**src/rtl/fifo_rd_pkg.sv**
```systemverilog
// fifo_rd_pkg: shared constants for the FIFO read-side streamer.
// Latency: n/a (constants only).
// Backpressure: n/a.
package fifo_rd_pkg;

  // Command FSM encoding
  localparam logic [1:0] ST_IDLE  = 2'd0;
  localparam logic [1:0] ST_RUN   = 2'd1;
  localparam logic [1:0] ST_FLUSH = 2'd2;

  // Output buffer depth; pops are allowed only while count < BUF_DEPTH
  localparam int BUF_DEPTH = 2;

endpackage

```
**src/rtl/rd_skid_buf.sv**
```systemverilog
// rd_skid_buf: 2-entry in-order buffer of {last, data} with registered outputs.
// Latency: a push into an empty buffer is visible on m_valid/m_data the next cycle.
// Backpressure: head holds stable while m_valid && !m_ready; caller must not push when count==2.
//
// Ports:
//   clk, rst            clock, synchronous active-low reset
//   push/push_data/push_last  write side (one word per cycle)
//   m_valid/m_data/m_last/m_ready  head of buffer as a valid/ready stream
//   count               number of occupied entries (0..2)
module rd_skid_buf #(
  parameter int DSIZE = 8
) (
  input  logic             clk,
  input  logic             rst,
  input  logic             push,
  input  logic [DSIZE-1:0] push_data,
  input  logic             push_last,
  output logic             m_valid,
  output logic [DSIZE-1:0] m_data,
  output logic             m_last,
  input  logic             m_ready,
  output logic [1:0]       count
);

  // Second entry; the head lives directly in m_data/m_last so outputs are registered.
  logic [DSIZE-1:0] d1;
  logic             l1;
  logic [1:0]       cnt;
  logic             take;

  assign m_valid = (cnt != 2'd0);
  assign count   = cnt;
  assign take    = m_valid && m_ready;

  always_ff @(posedge clk) begin
    if (!rst) begin
      cnt    <= 2'd0;
      m_data <= '0;
      m_last <= 1'b0;
      d1     <= '0;
      l1     <= 1'b0;
    end else begin
      case ({push, take})
        2'b10: begin
          if (cnt == 2'd0) begin
            m_data <= push_data;
            m_last <= push_last;
          end else begin
            d1 <= push_data;
            l1 <= push_last;
          end
          cnt <= cnt + 2'd1;
        end
        2'b01: begin
          // With one entry the head becomes stale but m_valid drops with it.
          m_data <= d1;
          m_last <= l1;
          cnt    <= cnt - 2'd1;
        end
        2'b11: begin
          // Count unchanged: new word goes behind whatever is still queued.
          if (cnt == 2'd1) begin
            m_data <= push_data;
            m_last <= push_last;
          end else begin
            m_data <= d1;
            m_last <= l1;
            d1     <= push_data;
            l1     <= push_last;
          end
        end
        default: ;
      endcase
    end
  end

endmodule

```
**src/rtl/fifo_rd_stream.sv**
```systemverilog
// fifo_rd_stream: pops exactly len words from a FWFT FIFO and streams them out with m_last/done.
// Latency: rinc in cycle N -> m_valid in cycle N+1 (empty buffer); 1 word/cycle sustained.
// Backpressure: pops gated only by registered buffer count (no m_ready->rinc path); stalls on rempty.
//
// Ports:
//   rclk, rrst          read clock, synchronous active-low reset
//   rempty/rinc/rdata   FIFO read port (first-word fall-through)
//   start/len           command; sampled only when idle
//   busy/done           command in progress / one-cycle completion pulse
//   m_valid/m_data/m_last/m_ready  output stream
//   stall_cnt           present only when FIFO_RD_STALL_CNT_EN is defined:
//                       saturating count of RUN cycles starved by rempty
module fifo_rd_stream
  import fifo_rd_pkg::*;
#(
  parameter int DSIZE = 8,
  parameter int LSIZE = 8
) (
  input  logic             rclk,
  input  logic             rrst,
  input  logic             rempty,
  output logic             rinc,
  input  logic [DSIZE-1:0] rdata,
  input  logic             start,
  input  logic [LSIZE-1:0] len,
  output logic             busy,
  output logic             done,
  output logic             m_valid,
  output logic [DSIZE-1:0] m_data,
  output logic             m_last,
  input  logic             m_ready
`ifdef FIFO_RD_STALL_CNT_EN
  ,
  output logic [15:0]      stall_cnt
`endif
);

  logic [1:0]       state;
  logic [LSIZE-1:0] remaining;
  logic [1:0]       count;
  logic             pop;
  logic             pop_last;

  assign pop      = (state == ST_RUN) && !rempty && (count < 2'(BUF_DEPTH)) && (remaining != '0);
  assign pop_last = (remaining == LSIZE'(1));
  assign rinc     = pop;
  assign busy     = (state != ST_IDLE);

  always_ff @(posedge rclk) begin
    if (!rrst) begin
      state     <= ST_IDLE;
      remaining <= '0;
      done      <= 1'b0;
    end else begin
      done <= 1'b0;
      case (state)
        ST_IDLE: begin
          if (start) begin
            if (len != '0) begin
              remaining <= len;
              state     <= ST_RUN;
            end else begin
              done <= 1'b1;
            end
          end
        end
        ST_RUN: begin
          if (pop) begin
            remaining <= remaining - LSIZE'(1);
            if (pop_last) state <= ST_FLUSH;
          end
        end
        ST_FLUSH: begin
          // Only the last-tagged word ends the command; earlier words may still drain first.
          if (m_valid && m_ready && m_last) begin
            done  <= 1'b1;
            state <= ST_IDLE;
          end
        end
        default: state <= ST_IDLE;
      endcase
    end
  end

`ifdef FIFO_RD_STALL_CNT_EN
  always_ff @(posedge rclk) begin
    if (!rrst) begin
      stall_cnt <= '0;
    end else if (state == ST_IDLE && start) begin
      stall_cnt <= '0;
    end else if (state == ST_RUN && rempty && (count < 2'(BUF_DEPTH)) && stall_cnt != 16'hFFFF) begin
      stall_cnt <= stall_cnt + 16'd1;
    end
  end
`endif

  rd_skid_buf #(.DSIZE(DSIZE)) u_buf (
    .clk       (rclk),
    .rst       (rrst),
    .push      (pop),
    .push_data (rdata),
    .push_last (pop_last),
    .m_valid   (m_valid),
    .m_data    (m_data),
    .m_last    (m_last),
    .m_ready   (m_ready),
    .count     (count)
  );

endmodule

```
**config.mk**
```make
export PLATFORM = sky130hd
export DESIGN_NAME = fifo_rd_stream
export DESIGN_NICKNAME = d
export VERILOG_FILES = /design/src/rtl/fifo_rd_pkg.sv /design/src/rtl/rd_skid_buf.sv /design/src/rtl/fifo_rd_stream.sv
export SDC_FILE = /design/constraint.sdc
export NUM_CORES = 1
export LEC_CHECK = 0
export ABC_AREA = 0
export CAP_MARGIN = 20
export CELL_PAD_IN_SITES_DETAIL_PLACEMENT = 1
export CELL_PAD_IN_SITES_GLOBAL_PLACEMENT = 2
export CORE_ASPECT_RATIO = 1.5
export CORE_MARGIN = 2
export CORE_UTILIZATION = 28
export DETAILED_ROUTE_END_ITERATION = 16
export PLACE_DENSITY_LB_ADDON = 0.1
export REMOVE_ABC_BUFFERS = 1
export SLEW_MARGIN = 10
export SYNTH_ARGS = -nofsm -noshare
export SYNTH_HDL_FRONTEND = slang
export SYNTH_HIERARCHICAL = 1
export SYNTH_SLANG_ARGS = --single-unit
```
**constraint.sdc**
```tcl
create_clock -name rclk -period 2 [get_ports rclk]
set_input_delay 0.5 -clock rclk [delete_from_list [all_inputs] [get_ports rclk]]
set_output_delay 0.5 -clock rclk [all_outputs]
set_load 0.05 [all_outputs]
```
==> results of run 1 <==
==> metal layers <==
layer | wire length (um) | global-route usage | part of all wire | vias to the layer above
li1 | - | - | - | 1039
met5 | 0 | 0 | 0 | -
met3 | 166 | 0.0270 | 0.025 | 10
met1 | 2570 | 0.184 | 0.39 | 1013
met4 | 161 | 0.0795 | 0.024 | 0
met2 | 3760 | 0.343 | 0.56 | 33
==> where the power goes <==
| group | switching [mW] | internal, mW | leakage, nW |
|---|---|---|---|
| Sequential | 0.0516 | 0.699 | 0.254 |
| Clock | 0.256 | 0.403 | 0.0612 |
| Combinational | 0.629 | 0.543 | 0.882 |
==> critical path, cell delays in order (launching register included) <==
cell	delay [ns]
dfxtp_1	0.34
or4_4	0.56
nor2_4	0.16
nor2_4	0.06
buf_6	0.11
buf_12	0.13
==> flip-flops by register name (all words and copies together) (netlist names) <==
register,flops
u_buf/m_data,8
u_buf/d1,8
u_buf/count,2
u_buf/l1,1
remaining,8
state,2
u_buf/m_last,1
done,1
==> metrics by stage <==
stage / worst slack (ns) / instances
after floorplan: -0.883 / 219
after global placement: -0.638 / 382
after detailed placement: -0.703 / 382
after CTS: -0.195 / 391
after global routing: -0.219 / 395
final: -0.153 / 395
==> cell families (layout without fill, tap and decap cells) <==
group / after synthesis / count (layout) / share of synthesized area
AO/OA/AOI/OAI: 83 / 83 / 0.293
AND/OR/NAND/NOR: 79 / 79 / 0.229
flip-flops: 31 / 31 / 0.325
buffers and inverters: 25 / 112 / 0.0642
adder cells (fa/ha/maj): 10 / 10 / 0.0655
multiplexers: 3 / 3 / 0.0183
XOR/XNOR: 1 / 1 / 0.00458
==> cell usage in the layout, fill, tap and decap left out, types with 3 or more instances in the layout <==
master	n
a21boi_1	10
a21oi_1	6
a31oi_1	10
buf_12	5
buf_4	55
buf_6	6
clkbuf_8	6
clkdlybuf4s50_1	25
dfxtp_1	29
ha_1	5
ha_4	4
inv_1	9
nand2_1	13
nand2b_4	3
nand3_1	13
nand3_2	6
nor2_1	9
nor2b_1	3
nor3_1	5
o211ai_1	3
o21ai_1	21
o21ai_2	7
o31ai_1	4
==> final timing paths <==
check        cells past startpoint                       from  slack (ns)                      endpoint
max reg2reg                      9  remaining[7]$_SDFFE_PN0P_       -0.11      u_buf/d1[3]$_SDFFE_PN0P_
min                              2   u_buf/d1[5]$_SDFFE_PN0P_        0.48  u_buf/m_data[5]$_SDFFE_PN0P_
min reg2reg                      2   u_buf/d1[5]$_SDFFE_PN0P_        0.48  u_buf/m_data[5]$_SDFFE_PN0P_
max                              5  remaining[7]$_SDFFE_PN0P_       -0.15                          rinc
==> layout make-up <==
cell class	count	area, um2	area share
Clock buffer	6	82.6	0.0268
Clock inverter	2	35.0	0.0114
Inverter	12	47.5	0.0154
Sequential cell	31	623	0.202
Multi-Input combinational cell	176	1370	0.443
Tap cell	76	95.1	0.0308
Timing Repair Buffer	92	836	0.271
==> timing repair <==
action,4_1_cts,5_1_grt
cloned,0,0
pin swaps,5,24
setup endpoints to repair,25,27
buffers inserted,2,5
endpoints found under the hold margin,0,0
gates resized for setup,19,67
==> results.yml, run 1 <==
outcome:
  status: "finished with violations"
  violations: "setup timing"
cells_and_area:
  fin_util: 0.472
  fill_cells: 788
  drive_gt1_frac: 0.386
  finalNetCount: 349
  final_area_um2: 3080
  n_antenna_cell: 0
  area_growth_pct: 61.4
sta:
  finClkSkew_ns: 0.00335
  setup_tns_ns: -0.980
  fin_ws_ns: -0.153
  final_hold_viol_count: 0
  drv_slew: 0
  rsz0062_at_grt: "true"
  period_needed_ns: 2.15
  worstMarginPinSlew_ns: 0.493
  setup_viol: 10
  fmax_mhz: 465
  max_slew_margin: 0.670
  fin_crit_sh: 1.08
  whs_ns: 0.477
logic_synthesis:
  synth-seq-area-share: 0.325
  yosys-top-cells-count: "31 x dfxtp_1, 29 x o21ai_0, 19 x nand3_1, 14 x nand2_1, 12 x inv_1"
  synth.avg_cell_area_um2: 8.24
  yosys_warnings: 6
  synthArstFlopShare: 0
  syn_area_um2: 1910
  synthMostInstantiatedCell: "dfxtp_1"
  synth_cells: 232
  synth_area_leader_cell: "dfxtp_1"
  synth_top_area_share: 0.325
  synth_cell_types: 55
  ys_ff_latch: 31
  ys_dominant_reg_cell: "dfxtp_1"
  synth-edff-count: 0
  yosys-top-cells-area: "dfxtp_1 32%, o21ai_0 7.6%, ha_1 6.5%"
global_routing:
  grt_pass1_vias: 2202
  track_usage: 0.179
  grt-ovfl-total: 0
  grt_antenna_before_repair: 0
  grt_max_degree: 28
  grt_pass1_wl_mm: 10.7
power:
  p_total_mw: 2.58
  p_per_area_nw_per_um2: 837
  vdd_drop_max_v: 0.000324
  p_leak_nw: 1.20
setup_path:
  cp-start-kind: "flop"
  endpoint_kind: "output pin"
  crit_arrival_ns: 1.65
  cp.required_ns: 1.50
  cp_max_fo: 4
  critPathKind: "reg -> out"
placement:
  dpl.hpwl_mm: 5.14
  port_buffers: 33
  gp_congestion: 0.768
  place_area_um2: 2710
floorplanning:
  die_x_um: 71.4
  fp.dieH_um: 105
  fp-row-count: 36
  start_util: 0.293
  die-area_um2: 7510
  core_um2: 6530
  ios: 34
cts:
  cts_tree: "done"
  clockBufferDepth: 2
  clk_pin_slew_ns: 0.07
  cts_hold_buf: 0
  cts_max_level: 2
  clock_sinks: 31
  clkLatencyLatePin_ns: 0.28
  cts-root-buf: "clkbuf_8"
  numCtsBuffers: 5
drt:
  first_iter_violations: 62
  drc: 0
  ant_nets: 0
  firstDrtPassIters: 4
  vias: 2095
  wl_mm: 6.66
  viasPerCell: 5.30
  wire_per_inst_um: 16.9
run:
  maxCapViolations: 0
hold_path:
  hp-class: "reg -> reg"
(Power assumes the default switching activity.)
==> run 2, diff against run 1 <==
--- a/config.mk
+++ b/config.mk
@@ -5,7 +5,6 @@
 export SDC_FILE = /design/constraint.sdc
 export NUM_CORES = 1
 export LEC_CHECK = 0
-export ABC_AREA = 0
 export CAP_MARGIN = 20
 export CELL_PAD_IN_SITES_DETAIL_PLACEMENT = 1
 export CELL_PAD_IN_SITES_GLOBAL_PLACEMENT = 2
==> results of run 2 <==
No change in the layout: final DEF, timing and power equal those of run 1.
